File: config.mk
export PLATFORM = sky130hd
export DESIGN_NAME = falu_add_issue_ctrl
export DESIGN_NICKNAME = d
export VERILOG_FILES = /design/src/rtl/falu_add_issue_ctrl.sv
export SDC_FILE = /design/constraint.sdc
export NUM_CORES = 1
export LEC_CHECK = 0
export BUFFER_PORTS_ARGS = -buffer_cell sky130_fd_sc_hd__buf_4
export CORE_AREA = 2 2 223 225
export CTS_BUF_LIST = sky130_fd_sc_hd__clkbuf_8
export DETAILED_ROUTE_END_ITERATION = 12
export DIE_AREA = 0 0 225 227
export SKIP_LAST_GASP = 1
export SYNTH_ARGS = -nofsm -noshare
export SYNTH_HDL_FRONTEND = slang
export SYNTH_SLANG_ARGS = --single-unit
export TNS_END_PERCENT = 5
File: constraint.sdc
create_clock -name clk -period 12.18 [get_ports clk]
set_input_delay 1.827 -clock clk [delete_from_list [all_inputs] [get_ports clk]]
set_output_delay 1.827 -clock clk [all_outputs]
set_load 0.005 [all_outputs]
File: src/rtl/falu_add_issue_ctrl.sv
// Issue controller for a shared FP add/sub unit: round-robin arbitration of two
// requesters, an operand stage feeding the adder, and a 2-entry result FIFO.
module falu_add_issue_ctrl #(
   parameter int TAG_W = 6
) (
   input  logic             clk,
   input  logic             reset,
   input  logic             flush,
   input  logic             req0_valid,
   input  logic             req1_valid,
   output logic             req0_ready,
   output logic             req1_ready,
   input  logic [65:0]      req0_op1,
   input  logic [65:0]      req0_op2,
   input  logic [65:0]      req1_op1,
   input  logic [65:0]      req1_op2,
   input  logic [4:0]       req0_ctl,
   input  logic [4:0]       req1_ctl,
   input  logic [TAG_W-1:0] req0_tag,
   input  logic [TAG_W-1:0] req1_tag,
   output logic [65:0]      add_in1,
   output logic [65:0]      add_in2,
   output logic [2:0]       add_rm,
   output logic             add_dbl,
   output logic             add_sub,
   input  logic [65:0]      add_result,
   input  logic [3:0]       add_flags,
   output logic             res_valid,
   input  logic             res_ready,
   output logic [65:0]      res_data,
   output logic [3:0]       res_flags,
   output logic [TAG_W-1:0] res_tag,
   output logic             res_src
);

   // Handshakes: a transfer happens on a rising edge where valid && ready are both
   // high. reqN_ready is a grant and is only ever raised toward a valid requester;
   // res_valid never depends on res_ready, and res_* hold while res_valid && !res_ready.

   typedef struct packed {
      logic [65:0]      data;
      logic [3:0]       flags;
      logic [TAG_W-1:0] tag;
      logic             src;
   } res_ent_t;

   logic             s1_valid;
   logic [65:0]      s1_op1;
   logic [65:0]      s1_op2;
   logic [4:0]       s1_ctl;
   logic [TAG_W-1:0] s1_tag;
   logic             s1_src;

   res_ent_t         fifo_mem [2];
   res_ent_t         head;
   logic [1:0]       fifo_cnt;
   logic             wr_ptr;
   logic             rd_ptr;
   logic             prio;

   logic             pop;
   logic             s1_adv;
   logic             can_issue;
   logic             grant0;
   logic             grant1;

   assign res_valid = (fifo_cnt != 2'd0);
   assign pop       = res_valid && res_ready && !flush;

   // A full FIFO can still take S1 when its head leaves in the same cycle.
   assign s1_adv    = s1_valid && ((fifo_cnt != 2'd2) || (res_valid && res_ready));
   assign can_issue = (!s1_valid || s1_adv) && !flush && !reset;

   assign grant0 = can_issue && req0_valid && (!req1_valid || !prio);
   assign grant1 = can_issue && req1_valid && (!req0_valid ||  prio);

   assign req0_ready = grant0;
   assign req1_ready = grant1;

   assign add_in1 = s1_valid ? s1_op1      : '0;
   assign add_in2 = s1_valid ? s1_op2      : '0;
   assign add_rm  = s1_valid ? s1_ctl[4:2] : '0;
   assign add_dbl = s1_valid && s1_ctl[1];
   assign add_sub = s1_valid && s1_ctl[0];

   assign head      = fifo_mem[rd_ptr];
   assign res_data  = res_valid ? head.data  : '0;
   assign res_flags = res_valid ? head.flags : '0;
   assign res_tag   = res_valid ? head.tag   : '0;
   assign res_src   = res_valid && head.src;

   always_ff @(posedge clk or posedge reset) begin
      if (reset) begin
         s1_valid <= 1'b0;
         fifo_cnt <= 2'd0;
         wr_ptr   <= 1'b0;
         rd_ptr   <= 1'b0;
         prio     <= 1'b0;
      end else if (flush) begin
         s1_valid <= 1'b0;
         fifo_cnt <= 2'd0;
         wr_ptr   <= 1'b0;
         rd_ptr   <= 1'b0;
      end else begin
         if (grant0 || grant1)
            s1_valid <= 1'b1;
         else if (s1_adv)
            s1_valid <= 1'b0;
         if (s1_adv)
            wr_ptr <= ~wr_ptr;
         if (pop)
            rd_ptr <= ~rd_ptr;
         fifo_cnt <= fifo_cnt + {1'b0, s1_adv} - {1'b0, pop};
         if (grant0)
            prio <= 1'b1;
         else if (grant1)
            prio <= 1'b0;
      end
   end

   // Payload registers need no reset: every consumer is gated by a valid bit.
   always_ff @(posedge clk) begin
      if (grant0 || grant1) begin
         s1_op1 <= grant1 ? req1_op1 : req0_op1;
         s1_op2 <= grant1 ? req1_op2 : req0_op2;
         s1_ctl <= grant1 ? req1_ctl : req0_ctl;
         s1_tag <= grant1 ? req1_tag : req0_tag;
         s1_src <= grant1;
      end
      if (s1_adv && !flush && !reset)
         fifo_mem[wr_ptr] <= '{data: add_result, flags: add_flags, tag: s1_tag, src: s1_src};
   end

endmodule

# After elaboration in Yosys (flattened, before gate mapping)
# Memories as Yosys holds them, arrays and structs flattened.
# Cells that the tools add are included.
dict set report word_totals {
  reg_bits 150
  mem_bits_rw 154
  input_bits 362
  word_cells 70
  mem_count 1
}
# memory words word_bits read_ports rd_clocked_by_memory_dff wr line
set memory_table {}
lappend memory_table {fifo_mem 2 77 1 0 1 54} ;# res_ent_t fifo_mem [2];
dict set report classes {
  add_sub_neg 2
  n_eq_ne 1
  muxes 22
  n_bitwise 3
  n_reduce_logical 31
}
# cell count
set op_table {}
lappend op_table {{$mux W66} 5}
lappend op_table {{$logic_and A1 B1 Y1} 14}
lappend op_table {{$mux W6} 2}
lappend op_table {{$mux W1} 11}
lappend op_table {{$reduce_bool A2 Y1} 4}
lappend op_table {{$logic_not A1 Y1} 6}
lappend op_table {{$logic_or A1 B1 Y1} 5}
lappend op_table {{$mux W5} 1}
lappend op_table {{$mux W4} 1}
lappend op_table {{$mux W3} 1}
lappend op_table {{$not A1 Y1} 3}
lappend op_table {{$reduce_bool A3 Y1} 1}
lappend op_table {{$add A2 B1 Y2} 1}
lappend op_table {{$mux W2} 1}
lappend op_table {{$ne A2 B2 Y1 const B} 1}
lappend op_table {{$reduce_and A2 Y1} 1}
lappend op_table {{$sub A2 B1 Y2} 1}

# Logic depth before layout (Yosys ltp)
dict set report depth {
  depth_word 12
  mapped_depth 8
  ltp_nobuf 8
}

# Least setup slack after synthesis
# Ideal clock, no wire load.
dict set report synth_path {
  path_kind {in2reg}
  startpoint {input port flush}
  endpoint {memory fifo_mem[0][0] (netlist bit) (enable)}
  t_arrival_ns 9.357
  setup_slack_ns 2.121
  stages 2
  path_cell_list {buf_2 -> nor4_1}
}
dict set report synth_between {
  elab_chain_cells 5
}
# element line
set synth_lines {}
lappend synth_lines {{from (decl)} 8} ;# input logic flush,
lappend synth_lines {{$logic_not A1 Y1} 130} ;# if (s1_adv && !flush && !reset)
lappend synth_lines {{$logic_and A1 B1 Y1 (2 in series)} 130}
lappend synth_lines {{$mux W1} 130}
lappend synth_lines {{$mux W1 (not written as such)} 131} ;# fifo_mem[wr_ptr] <= '{data: add_result, flags: add_flags, tag: s1_tag, src: s1_src};
lappend synth_lines {{to (decl)} 54}
# Every way passes these cells.

# Worst setup path after layout
dict set report layout_path {
  startpoint {register rd_ptr}
  endpoint {output port res_data[25]}
}
dict set report layout_between {
  elab_chain_cells 2
}
# element line
set layout_lines {}
lappend layout_lines {{from (decl)} 58} ;# logic rd_ptr;
lappend layout_lines {{from (signal assigned)} 112} ;# rd_ptr <= ~rd_ptr;
lappend layout_lines {{$mem_v2 Z2 W77} -}
lappend layout_lines {{$mux W66} 87} ;# assign res_data = res_valid ? head.data : '0;
lappend layout_lines {{to (decl)} 30} ;# output logic [65:0] res_data,
# Every way passes these cells.

==> summary.txt <==
status - finished clean
CP Capture Type - primary output
worst IR drop on VDD - 0.0727 mV
max cap viols - 0
Final period util - 38.7%
Post-Layout Cell Count - 2087
Sum Neg Setup Slack - 0 ps
max_slew headroom - 26.3%
die span in x - 225 um
CTS tree - built
Arrival @ worst endpoint - 2890 ps
largest net degree at the start of global routing - 79
postcts setup bufs - 0
clock latency at the later pin of the worst-skew pair - 630 ps
number of global-route vias before repair - 9517
WS Path Type - flip-flop to primary output
die height - 227 um
Internal - 1.85 mW
port bufs - 578
Reg2Reg Depth - 4
Reg power frac - 49.5%
RSZ-0062 raised after global routing - no
CTS Buffer Depth - 3
Psw - 565 uW
core area - 48500 sq um
H-tree Lvls - 2
GP Congestion - 0.812
total track usage - 16.0%
critical path peak fanout - 54
initial antenna violation count - 10
Cell variety after synth - 31
Gate power share - 11.6%
Nets - 1781
Worst setup SP type - flip-flop
drt drc - 0
Sw Ratio - 23.4%
Via-to-Cell Ratio - 4.36
Initial DRC Count - 404
final worst path period need - 4710 ps
cell area power density - 126 nW/um^2
Post-Syn Instances - 823
max frequency - 0.212 GHz
Pleak - 7.76 nW
sequential area share after synthesis - 69.3%
first-pass GRT wire length - 60200 um
CTS root buffer - clkbuf_8
die area - 51100 sq um
Hold Path Stages - 0
Clock power frac - 38.8%
Ports - 579
final hold vios - 0
synthesized area - 13100 sq um
Final Max Slew Viols - 0
Max Clock Skew - 14.1 ps
Final HPWL DP - 30900 um
share of layout cells above drive strength 1 - 51.3%
cts hold-fix bufs - 0
design area - 19100 sq um
post-DR wirelength/cell - 20.4 um
commonest non-fill, non-tap cell in the layout - buf_4
Setup-failing EPs final - 0
Req. time, crit path - 10350 ps
worst hold slack - 448 ps
Post-DRT Antenna Nets - 0
most frequent cells in the layout - buf_4, edfxtp_1, and2_1
Fill cells - 4683
Starting Density - 27.0%
CTS buffer count - 54
vias after detailed routing - 9104
row cnt - 81
DR pass1 iterations - 4
Mapped Nets - 1187
Yosys Warn Count - 0
Area Growth Syn to Fin - 45.8%
TritonCTS Sinks - 304
Yosys reg bits - 304
Worst Max-Slew Pin Slew - 1100 ps
post-synthesis average cell area - 16.0 sq um
gr ovfl total - 0
post-layout power - 2.41 mW
Worst-path clk slew - 60 ps
post-CTS sizing - 0
placed inst area - 18100 sq um
cell total after placement - 1983
Worst Hold Class - flip-flop to flip-flop
routed wire length - 42500 um
-- final timing paths --
check | startpoint | end | slack [ps]
setup / recovery | rd_ptr | res_data[25] | 7470
min in group asynchronous | reset | s1_valid | 1150
hold reg to reg | s1_tag[0] | fifo_mem[1][1] | 450
max in group asynchronous | reset | rd_ptr | 10810
setup reg to reg | s1_valid | fifo_mem[0][8] | 8850
hold / removal | s1_tag[0] | fifo_mem[1][1] | 450
-- sequential cells by signal, indices dropped and copies added, names as in the netlist --
signal and flops:
s1_tag 6, fifo_mem 154, s1_src 1, s1_op2 66, wr_ptr 1, prio 1, rd_ptr 1, fifo_cnt 2
s1_op1 66, s1_valid 1, s1_ctl 5
-- logic make-up after synthesis --
logic type	count (synthesis)	share of synthesized area, %
adders and majority gates	2	0.191
and+or+nand+nor	233	9.80
DFF	304	69.3
AOI/OAI and AO/OA	8	0.343
buffers and inverters	54	2.11
muxes	220	18.1
xor gates and xnor gates	2	0.133
-- critical path, stage by stage (launching register included) --
cell	delay, ps
dfrtp_4	730
buf_4	840
mux2i_1	400
nor2_1	80
buf_4	170
-- final cells by class --
| class | instances | area, sq um | share of cell area, % |
|---|---|---|---|
| Clock inverter | 44 | 307 | 1.60 |
| Multi-Input combinational cell | 465 | 3770 | 19.7 |
| Timing Repair Buffer | 586 | 4400 | 23.0 |
| Sequential cell | 304 | 9110 | 47.6 |
| Tap cell | 622 | 778 | 4.06 |
| Inverter | 6 | 27.5 | 0.144 |
| Antenna cell | 6 | 15.0 | 0.0784 |
| Clock buffer | 54 | 743 | 3.88 |
-- Yosys cell counts --
| cell | count | share of area, % |
|---|---|---|
| buf_6 | 7 | 0.60 |
| buf_1 | 2 | 0.057 |
| mux2_1 | 59 | 5.1 |
| nand2_1 | 1 | 0.029 |
| ha_1 | 2 | 0.19 |
| nor2b_1 | 1 | 0.048 |
| nand4bb_2 | 1 | 0.12 |
| edfxtp_1 | 298 | 68 |
| nor4_1 | 1 | 0.048 |
| a31oi_1 | 2 | 0.095 |
| nand2b_1 | 1 | 0.048 |
| o211ai_1 | 1 | 0.057 |
| xor2_1 | 2 | 0.13 |
| o21ai_0 | 2 | 0.076 |
| nor3_1 | 1 | 0.038 |
| nor2_1 | 81 | 2.3 |
| nand3_1 | 1 | 0.038 |
| buf_2 | 17 | 0.65 |
| inv_1 | 6 | 0.17 |
| a21oi_1 | 3 | 0.11 |
| nand4_4 | 1 | 0.16 |
| and4_1 | 1 | 0.067 |
| nor2_4 | 1 | 0.086 |
| or3_1 | 1 | 0.048 |
| clkbuf_1 | 22 | 0.63 |
| or3b_2 | 1 | 0.067 |
| nor3b_1 | 1 | 0.057 |
| mux2_2 | 84 | 7.2 |
| mux2i_1 | 77 | 5.9 |
| dfrtp_1 | 6 | 1.1 |
| and2_1 | 139 | 6.6 |
-- per-stage QoR --
stage                     setup WS [ps]  utilization, %
final                              7470            39.4
after global routing               7230            39.4
after CTS                          7270            39.4
after detailed placement           7440            37.2
after global placement             7460            37.2
after floorplan                    2120               -
-- layer usage --
metal,routed length (um),up-vias,track usage [%]
met5,13,-,0
met4,1410,2,6.81
met3,4470,86,7.12
met2,20900,399,27.0
met1,15700,4403,17.5
li1,-,4214,-
-- power by group through the flow --
stage,sequential [mW],combinational [mW],clock (mW)
floorplan,1.21,0.118,0
global placement,1.22,0.281,0
global route,1.20,0.304,1.02
CTS,1.20,0.286,0.970
detailed placement,1.22,0.285,0
finish,1.20,0.281,0.937
Note: power is estimated with default switching activity, not from simulation.
